### config.mk
export PLATFORM = sky130hd
export DESIGN_NAME = main_control_fsm
export DESIGN_NICKNAME = d
export VERILOG_FILES = /design/src/rtl/ctrl_pkg.sv /design/src/rtl/op_class_decode.sv /design/src/rtl/main_control_fsm.sv
export SDC_FILE = /design/constraint.sdc
export NUM_CORES = 1
export LEC_CHECK = 0
export CORE_MARGIN = 2
export CORE_UTILIZATION = 30
export DETAILED_ROUTE_END_ITERATION = 10
export SLEW_MARGIN = 20
export SYNTH_ARGS = -nofsm -noshare
export SYNTH_HDL_FRONTEND = slang
export SYNTH_SLANG_ARGS = --single-unit
export TNS_END_PERCENT = 50
### constraint.sdc
create_clock -name clk -period 1.7 [get_ports clk]
set_input_delay 0.34 -clock clk [delete_from_list [all_inputs] [get_ports clk]]
set_output_delay 0.34 -clock clk [all_outputs]
set_load 0.01 [all_outputs]
### src/rtl/ctrl_pkg.sv
// Shared constants for the multi-cycle main control unit: opcodes, ALU-op codes,
// FSM state codes, instruction classes, and the opcode decode function.
package ctrl_pkg;

    localparam logic [5:0] OP_RTYPE = 6'b000000;
    localparam logic [5:0] OP_ADDI  = 6'b000001;
    localparam logic [5:0] OP_COMPI = 6'b000010;
    localparam logic [5:0] OP_SHLL  = 6'b000011;
    localparam logic [5:0] OP_SHRL  = 6'b000100;
    localparam logic [5:0] OP_SHRA  = 6'b000101;
    localparam logic [5:0] OP_LW    = 6'b000110;
    localparam logic [5:0] OP_SW    = 6'b000111;
    localparam logic [5:0] OP_BR    = 6'b001000;
    localparam logic [5:0] OP_BZ    = 6'b001001;
    localparam logic [5:0] OP_HALT  = 6'b111111;

    localparam logic [2:0] ALU_ADD   = 3'b000;
    localparam logic [2:0] ALU_SHLL  = 3'b001;
    localparam logic [2:0] ALU_SHRL  = 3'b010;
    localparam logic [2:0] ALU_SHRA  = 3'b011;
    localparam logic [2:0] ALU_COMPI = 3'b100;
    localparam logic [2:0] ALU_RTYPE = 3'b111;

    localparam logic [2:0] ST_FETCH  = 3'd0;
    localparam logic [2:0] ST_DECODE = 3'd1;
    localparam logic [2:0] ST_EXEC   = 3'd2;
    localparam logic [2:0] ST_MEM    = 3'd3;
    localparam logic [2:0] ST_WB     = 3'd4;
    localparam logic [2:0] ST_HALT   = 3'd5;
    localparam logic [2:0] ST_TRAP   = 3'd6;

    localparam logic [2:0] CLS_ALU     = 3'd0;
    localparam logic [2:0] CLS_LOAD    = 3'd1;
    localparam logic [2:0] CLS_STORE   = 3'd2;
    localparam logic [2:0] CLS_BR      = 3'd3;
    localparam logic [2:0] CLS_BZ      = 3'd4;
    localparam logic [2:0] CLS_HALT    = 3'd5;
    localparam logic [2:0] CLS_ILLEGAL = 3'd6;

    typedef struct packed {
        logic [2:0] cls;
        logic [2:0] alu_op;
        logic       uses_imm;
    } op_info_t;

    function automatic op_info_t decode_op(input logic [5:0] op);
        op_info_t info;
        info = '{cls: CLS_ILLEGAL, alu_op: ALU_ADD, uses_imm: 1'b0};
        case (op)
            OP_RTYPE: info = '{cls: CLS_ALU,   alu_op: ALU_RTYPE, uses_imm: 1'b0};
            OP_ADDI:  info = '{cls: CLS_ALU,   alu_op: ALU_ADD,   uses_imm: 1'b1};
            OP_COMPI: info = '{cls: CLS_ALU,   alu_op: ALU_COMPI, uses_imm: 1'b1};
            OP_SHLL:  info = '{cls: CLS_ALU,   alu_op: ALU_SHLL,  uses_imm: 1'b1};
            OP_SHRL:  info = '{cls: CLS_ALU,   alu_op: ALU_SHRL,  uses_imm: 1'b1};
            OP_SHRA:  info = '{cls: CLS_ALU,   alu_op: ALU_SHRA,  uses_imm: 1'b1};
            OP_LW:    info = '{cls: CLS_LOAD,  alu_op: ALU_ADD,   uses_imm: 1'b1};
            OP_SW:    info = '{cls: CLS_STORE, alu_op: ALU_ADD,   uses_imm: 1'b1};
            OP_BR:    info = '{cls: CLS_BR,    alu_op: ALU_ADD,   uses_imm: 1'b0};
            OP_BZ:    info = '{cls: CLS_BZ,    alu_op: ALU_ADD,   uses_imm: 1'b0};
            OP_HALT:  info = '{cls: CLS_HALT,  alu_op: ALU_ADD,   uses_imm: 1'b0};
            default:  ;
        endcase
        return info;
    endfunction

    function automatic logic [2:0] op_class(input logic [5:0] op);
        op_info_t info;
        info = decode_op(op);
        return info.cls;
    endfunction

endpackage

### src/rtl/op_class_decode.sv
// Combinational opcode decoder: opcode -> instruction class, ALU operation, immediate select.
module op_class_decode
    import ctrl_pkg::*;
(
    input  logic [5:0] i_opcode,
    output logic [2:0] o_cls,
    output logic [2:0] o_alu_op,
    output logic       o_uses_imm
);

    op_info_t w_info;

    always_comb begin
        w_info = decode_op(i_opcode);
    end

    assign o_cls      = w_info.cls;
    assign o_alu_op   = w_info.alu_op;
    assign o_uses_imm = w_info.uses_imm;

endmodule

### src/rtl/main_control_fsm.sv
// Multi-cycle main control FSM (FETCH/DECODE/EXEC/MEM/WB/HALT) with memory handshake timeout.
// Define ILLEGAL_TRAP_EN to trap unlisted opcodes and export the illegal_op port.
module main_control_fsm
    import ctrl_pkg::*;
#(
    parameter int MEM_TIMEOUT = 16
) (
    input  logic       clk,
    input  logic       rst_n,
    input  logic [5:0] opcode,
    input  logic       zero_flag,
    input  logic       mem_ready,
    output logic       mem_req,
    output logic       mem_write,
    output logic       ir_write,
    output logic       pc_inc,
    output logic       pc_load,
    output logic [2:0] alu_op,
    output logic       alu_src_imm,
    output logic       reg_write,
    output logic       mem_to_reg,
    output logic       retired,
    output logic       halted,
    output logic       mem_err
`ifdef ILLEGAL_TRAP_EN
    ,
    output logic       illegal_op
`endif
);

    localparam int CW = (MEM_TIMEOUT > 1) ? $clog2(MEM_TIMEOUT) : 1;

    logic [2:0]    r_state;
    logic [2:0]    w_next_state;
    logic [5:0]    r_op_q;
    logic [CW-1:0] r_wait_cnt;
    logic          r_mem_err;
    logic [2:0]    w_cls;
    logic [2:0]    w_alu_op;
    logic          w_uses_imm;
    logic [2:0]    w_dec_cls;
    logic          w_timeout;

    op_class_decode u_op_class_decode (
        .i_opcode   (r_op_q),
        .o_cls      (w_cls),
        .o_alu_op   (w_alu_op),
        .o_uses_imm (w_uses_imm)
    );

    // DECODE must steer on the incoming opcode; op_q only holds it from EXEC on.
    always_comb begin
        w_dec_cls = op_class(opcode);
    end

    assign w_timeout = (MEM_TIMEOUT != 0) && !mem_ready
                       && (r_wait_cnt == CW'(MEM_TIMEOUT - 1));

    always_comb begin
        w_next_state = r_state;
        mem_req      = 1'b0;
        mem_write    = 1'b0;
        ir_write     = 1'b0;
        pc_inc       = 1'b0;
        pc_load      = 1'b0;
        alu_op       = ALU_ADD;
        alu_src_imm  = 1'b0;
        reg_write    = 1'b0;
        mem_to_reg   = 1'b0;
        retired      = 1'b0;
        case (r_state)
            ST_FETCH: begin
                mem_req = 1'b1;
                if (mem_ready) begin
                    ir_write     = 1'b1;
                    pc_inc       = 1'b1;
                    w_next_state = ST_DECODE;
                end else if (w_timeout) begin
                    w_next_state = ST_HALT;
                end
            end
            ST_DECODE: begin
                if (w_dec_cls == CLS_HALT) begin
                    w_next_state = ST_HALT;
                end else if (w_dec_cls == CLS_ILLEGAL) begin
`ifdef ILLEGAL_TRAP_EN
                    w_next_state = ST_TRAP;
`else
                    retired      = 1'b1;
                    w_next_state = ST_FETCH;
`endif
                end else begin
                    w_next_state = ST_EXEC;
                end
            end
            ST_EXEC: begin
                alu_op      = w_alu_op;
                alu_src_imm = w_uses_imm;
                case (w_cls)
                    CLS_ALU:              w_next_state = ST_WB;
                    CLS_LOAD, CLS_STORE:  w_next_state = ST_MEM;
                    CLS_BR: begin
                        pc_load      = 1'b1;
                        retired      = 1'b1;
                        w_next_state = ST_FETCH;
                    end
                    CLS_BZ: begin
                        pc_load      = zero_flag;
                        retired      = 1'b1;
                        w_next_state = ST_FETCH;
                    end
                    default:              w_next_state = ST_FETCH;
                endcase
            end
            ST_MEM: begin
                mem_req   = 1'b1;
                mem_write = (w_cls == CLS_STORE);
                if (mem_ready) begin
                    retired      = (w_cls == CLS_STORE);
                    w_next_state = (w_cls == CLS_STORE) ? ST_FETCH : ST_WB;
                end else if (w_timeout) begin
                    w_next_state = ST_HALT;
                end
            end
            ST_WB: begin
                reg_write    = 1'b1;
                mem_to_reg   = (w_cls == CLS_LOAD);
                retired      = 1'b1;
                w_next_state = ST_FETCH;
            end
            ST_HALT: w_next_state = ST_HALT;
`ifdef ILLEGAL_TRAP_EN
            ST_TRAP: w_next_state = ST_TRAP;
`endif
            default: w_next_state = ST_FETCH;
        endcase
        // NOTE: reset forces state to FETCH, whose mem_ready-driven enables would
        // otherwise leak out while rst_n is low; gate them so reset drops mem_req at once.
        if (!rst_n) begin
            mem_req  = 1'b0;
            ir_write = 1'b0;
            pc_inc   = 1'b0;
        end
    end

    assign halted  = (r_state == ST_HALT);
    assign mem_err = r_mem_err;

    // NOTE: every register below uses non-blocking assignment so all state
    // updates at the edge see the same pre-edge values.
    always_ff @(posedge clk or negedge rst_n) begin
        if (!rst_n) begin
            r_state    <= ST_FETCH;
            r_op_q     <= '0;
            r_wait_cnt <= '0;
            r_mem_err  <= 1'b0;
        end else begin
            r_state <= w_next_state;
            if (r_state == ST_DECODE) begin
                r_op_q <= opcode;
            end
            if (mem_req) begin
                if (mem_ready || w_timeout) begin
                    r_wait_cnt <= '0;
                end else begin
                    r_wait_cnt <= r_wait_cnt + 1'b1;
                end
                if (w_timeout) begin
                    r_mem_err <= 1'b1;
                end
            end
        end
    end

`ifdef ILLEGAL_TRAP_EN
    logic r_illegal_op;

    always_ff @(posedge clk or negedge rst_n) begin
        if (!rst_n) begin
            r_illegal_op <= 1'b0;
        end else if (r_state == ST_DECODE && w_next_state == ST_TRAP) begin
            r_illegal_op <= 1'b1;
        end
    end

    assign illegal_op = r_illegal_op;
`endif

endmodule

==> results of run 1 <==
-- stage by stage --
stage / utilization (%) / cells / area [um2]
after global placement: 48.97 / 176 / 1374
after floorplan: - / 100 / 919.6
after global routing: 53.30 / 183 / 1495
final: 53.30 / 183 / 1495
after detailed placement: 48.97 / 176 / 1374
after CTS: 51.07 / 183 / 1433
-- routing by layer --
layer / global-route usage (%) / routed length (um) / vias up
met1: 20.71 / 1078 / 461
met4: 4.870 / 13 / 0
met3: 2.198 / 119 / 2
li1: - / - / 466
met5: 0 / 0 / -
met2: 28.41 / 1291 / 22
-- sequential cells by signal, indices dropped and copies added, names as in the netlist --
signal and cells:
r_state 3, r_op_q 6, mem_err 1, r_wait_cnt 4
-- logic make-up after synthesis --
kind of cell	synth area share, %
mux	8.647
buf+inv	5.299
fa+ha+maj	1.394
compound gates	13.67
simple gates	29.99
flops	39.05
xor+xnor	1.953
-- layout make-up --
type / instances / area, um2
fillers: 272 / 1310
multi-input cells: 75 / 613.1
repair buffers: 55 / 440.4
flip-flops and latches: 14 / 351.6
well taps: 31 / 38.79
clock buffers: 4 / 36.28
inverters: 4 / 15.01
-- worst max-delay path by stage --
stage                     startpoint         to
after floorplan            r_op_q[3]  alu_op[1]
after global placement     mem_ready    retired
after detailed placement   mem_ready    retired
after CTS                  r_op_q[4]    retired
after global routing       r_op_q[4]    retired
final                      r_op_q[4]    retired
-- cell usage in the layout (no fill, tap or decap), drive strengths merged, types with 2 or more instances in the layout --
master	instances
buf	44
nand4b	2
o21ai	8
nand2	7
nor3b	2
nor2b	5
clkbuf	4
nor3	6
mux2	6
and2	3
nor2	6
inv	4
a21oi	3
or3	3
clkdlybuf4s50	9
nand3	4
dfrtp	14
-- power by group --
part / switching (mW) / leakage [nW] / internal [mW]
Combinational: 0.374 / 0.483 / 0.431
Sequential: 0.0860 / 0.177 / 0.433
Clock: 0.128 / 0.0210 / 0.130
Total: 0.588 / 0.680 / 0.995
-- timing repair --
action                     4_1_cts  5_1_grt
pin swaps                        9        6
gates resized for setup         56       19
setup endpoints to repair       13       14
buffers inserted                 3        2
-- critical path, delay by kind of cell, from the launching register on --
kind	cells	cell delay (ps)
compound gates	1	180
flops	1	390
buf+inv	1	100
mux	1	170
simple gates	2	790
==> flow_metrics.tcl, run 1 <==
set metrics [dict create \
    status "finished with violations" \
    violations "design-rule violations, negative setup slack" \
    crit_type "register to output port" \
    clkLatencyLatePin_ps 290 \
    ctsHoldBuffers 0 \
    drv_slew 0 \
    tns_ps -3259 \
    drcViolationCount 1 \
    place_hpwl_mm 1.843 \
    synth_flop_cell "dfrtp_1" \
    yosys-top-cells-area "dfrtp_1, mux2_2, o21ai_0, nor2b_1, nor3_1" \
    cp_max_fo 3 \
    io_pins 24 \
    setup_viol 9 \
    cp.arrival_ps 1910 \
    crit_chain "or3_4 > or3_4 > mux2i_1 > a221o_2 > buf_6" \
    drtIter0Drc 23 \
    cap_violations 0 \
    cp_slowest_stage_delay_ps 400 \
    power_mw 1.583 \
    endpoint_kind "output port" \
    syn_inst 100 \
    synth_edf_count 0 \
    start_util_pct 31.98 \
    overflow 0 \
    syn-cell-area_um2 897.1 \
    firstDrtPassIters 7 \
    worstMarginPinSlew_ps 264.4 \
    synth_cell_types 39 \
    cts_root_buf "clkbuf_4" \
    antenna_found_initial 0 \
    p_per_area_nw_per_um2 1059 \
    synth_commonest_cells "dfrtp_1, o21ai_0, nand2_1" \
    crit_path_start_kind "register" \
    fin_ws_ps -545.2 \
    final.setup_skew_ps 8.857 \
    gp_congestion 0.8119 \
    ys_seq_area_share_pct 39.05 \
    cts_made_buffers 3 \
    required_ps 1360 \
    grt_max_degree 15 \
    ff2ff_path_depth 5 \
    areaGrowthSynthToFinish_pct 66.67 \
    grt_pass1_wl_mm 4.284 \
    yosysMostFrequentCell "dfrtp_1" \
    viasPerCell 5.197 \
    num_rows 19 \
    core-area_um2 2805 \
    ys_seq_elements 14 \
    cts_tree "done" \
    die_w_um 58.69 \
    async_flop_share_pct 100.0 \
    drive_above_1_share_pct 49.34 \
    fin_nets 164 \
    pre_cts_ws_ps -769.6 \
    yosys.area.top_type "dfrtp_1" \
    ir_drop_uv 591.9 \
    hold_viol 0 \
    fin_crit_ps 2245 \
    numClockSinks 14 \
    insertedDiodeCount 0 \
    dr_total_vias 951 \
    fmax_mhz 445.4 \
    routed_wl_mm 2.503 \
    clock_path_buffers 2 \
    crit_path_frequent_cell "or3_4" \
    relSlewSlack_pct 82.24 \
    period_share_pct 132.1 \
    yosysTopAreaCellShare_pct 39.05 \
    die_area_um2 3444 \
    min_path_type "primary input to asynchronous set/reset pin" \
    rr_startpoint "r_op_q[4]" \
    grt_pass1_vias 945 \
    grtUsageTotal_pct 16.21 \
    synth.avg_cell_area_um2 8.971 \
    r2r_end "r_state[2]" \
    holdWs_ps 55.87 \
    regToRegSetupSlack_ps 50 \
    htree_levels 1 \
    routed_wire_length_per_instance_um 13.68 \
    cpMaxStageDelayCell "or3_4" \
    ant_nets 0 \
    leakage_nw 0.6804 \
    clk_pin_slew_ps 100 \
    yosys_warnings 0 \
    io_buffer_count 23 \
    rsz0062_at_grt "true" \
    fp.dieH_um 58.69 \
    synthesis.nets 111 \
]
No activity file was read; power rests on OpenSTA's default activity.
==> run 2, diff against run 1 <==
--- a/constraint.sdc
+++ b/constraint.sdc
@@ -3,2 +3,2 @@
 set_output_delay 0.34 -clock clk [all_outputs]
-set_load 0.01 [all_outputs]
+set_load 0.02 [all_outputs]
==> run 2 against run 1 <==
Compared with the run above:
- utilization grew 0.58 points
- sequential power is essentially flat
- register-to-register slack gained 40 ps
- via count shrank 2.8%
- non-clock buffer count shrank 2
- flip-flop and latch count is the same
- critical path depth is the same
- total power is essentially flat
- sequential share of layout area shrank 0.25 points
- first-iteration DRC count shrank 8.7%
- clock skew shrank 8.2 ps
- the run still ends with design-rule violations, negative setup slack left
==> flow_metrics.tcl, run 2 (same netlist as run 1, synthesis figures left out) <==
set metrics [dict create \
    cap_violations 0 \
    rsz0062_at_grt "true" \
    n_fill_cell 258 \
    regToRegSetupSlack_ps 90 \
    drive_above_1_share_pct 46.67 \
    dp.cells 175 \
    fmax_mhz 449.6 \
    regArea_um2 351.6 \
    io_pins 24 \
    drcViolationCount 1 \
    cts_tree "done" \
    cp_max_fo 3 \
    clock_path_buffers 2 \
    fin_ws_ps -524.1 \
    start_util_pct 31.98 \
    areaGrowthSynthToFinish_pct 68.48 \
    final_cell_mix "buf_4, dfrtp_1, clkdlybuf4s50_1, buf_6, o21ai_0" \
    required_ps 1360 \
    multiInputGateArea_um2 605.6 \
    drtIter0Drc 21 \
    overflow 0 \
    ir_drop_uv 569.5 \
    cts_root_buf "clkbuf_4" \
    core-area_um2 2805 \
    final.setup_skew_ps 0.6768 \
    cp.arrival_ps 1880 \
    io_buffer_count 23 \
    place_hpwl_mm 1.916 \
    fin_nets 162 \
    violations "design-rule violations, negative setup slack" \
    endpoint_kind "output port" \
    power_mw 1.583 \
    final_common_cell "buf_4" \
    largest_reg_flops 6 \
    fin_crit_ps 2224 \
    setup_viol 11 \
    min_path_type "primary input to asynchronous set/reset pin" \
    cts_made_buffers 3 \
    firstDrtPassIters 7 \
    period_share_pct 130.8 \
    crit_chain "or3_4 > or3_4 > mux2i_1 > a221o_2 > buf_6" \
    grt_pass1_wl_mm 4.278 \
    cp_slowest_stage_delay_ps 400 \
    reg.largest.list "r_op_q x6, r_wait_cnt x4, r_state x3" \
    fin_area_um2 1511 \
    crit_path_frequent_cell "or3_4" \
    cpMaxStageDelayCell "or3_4" \
    numClockSinks 14 \
    antenna_found_initial 0 \
    relSlewSlack_pct 81.68 \
    p_per_area_nw_per_um2 1048 \
    grt_max_degree 15 \
    dr_total_vias 924 \
    clkLatencyLatePin_ps 280 \
    die_area_um2 3444 \
    htree_levels 1 \
    crit_type "register to output port" \
    drv_slew 0 \
    routed_wire_length_per_instance_um 13.43 \
    insertedDiodeCount 0 \
    die_w_um 58.69 \
    placed_cell_area_um2 1425 \
    leakage_nw 0.6680 \
    grtUsageTotal_pct 16.22 \
    status "finished with violations" \
    top_register "r_op_q" \
    crit_path_start_kind "register" \
    hold_viol 0 \
    ant_nets 0 \
    layout.cells.non_filler 181 \
    grt_pass1_vias 910 \
    fp.dieH_um 58.69 \
    clk_pin_slew_ps 90 \
    gp_congestion 0.8533 \
    worstMarginPinSlew_ps 274.0 \
    num_rows 19 \
    routed_wl_mm 2.430 \
    viasPerCell 5.105 \
]
## run 2: cell count changes in the layout (fill, tap and decap cells not counted), sizes merged
cell / change
clkdlybuf4s50: +1
dlymetal6s2s: -1
buf: -2
## run 2: what timing repair did
item | in CTS | in global routing
hold buffers | 0 | 0
pin swaps | 8 | 5
buffers inserted | 1 | 2
gates resized for setup | 72 | 5
setup endpoints to repair | 13 | 13
## run 2: where the power goes
group | switching (mW) | total (mW) | internal, mW
registers | 0.0861 | 0.520 | 0.434
logic | 0.397 | 0.819 | 0.423
clock network | 0.114 | 0.244 | 0.130
total | 0.596 | 1.58 | 0.987
## run 2: cell type report
type | count | area share [%]
tap | 31 | 2.566
multi-input combinational | 75 | 40.07
timing repair buffer | 53 | 30.71
sequential | 14 | 23.26
inverter | 4 | 0.9934
clock buffer | 4 | 2.401
## run 2: worst paths after layout
path / from / to / depth (start not counted)
setup / recovery: r_op_q[3] / retired / 5
hold / removal: rst_n / r_wait_cnt[0] / 2
setup reg to reg: r_op_q[3] / r_state[1] / 6
hold reg to reg: mem_err / mem_err / 1
max in group asynchronous: rst_n / r_state[0] / 2
min in group clk: mem_err / mem_err / 1
## run 2: through the flow
step,setup TNS [ps],utilization (%),setup WS [ps],hold slack [ps]
after floorplan,-244.3,-,-92.48,44.41
after global placement,-6002,50.80,-820.4,459.8
after detailed placement,-6207,50.80,-879.1,473.0
after CTS,-2938,52.68,-534.0,434.8
after global routing,-4001,53.88,-586.2,420.8
final,-3068,53.88,-524.1,432.5
## run 2: per-layer routing
metal | global-route usage, % | part of all wire [%] | wire (um) | vias up
met5 | 0 | 0 | 0 | -
met4 | 4.545 | 1.2 | 30 | 0
met3 | 4.835 | 4.0 | 97 | 4
met2 | 25.20 | 49 | 1182 | 21
met1 | 22.01 | 46 | 1119 | 430
li1 | - | - | - | 469
## run 2: critical path, delay by kind of cell, from the launching register on
family | cells | cell delay [ps]
compound gates | 1 | 190
buf+inv | 1 | 110
mux | 1 | 180
flops | 1 | 390
simple gates | 2 | 740
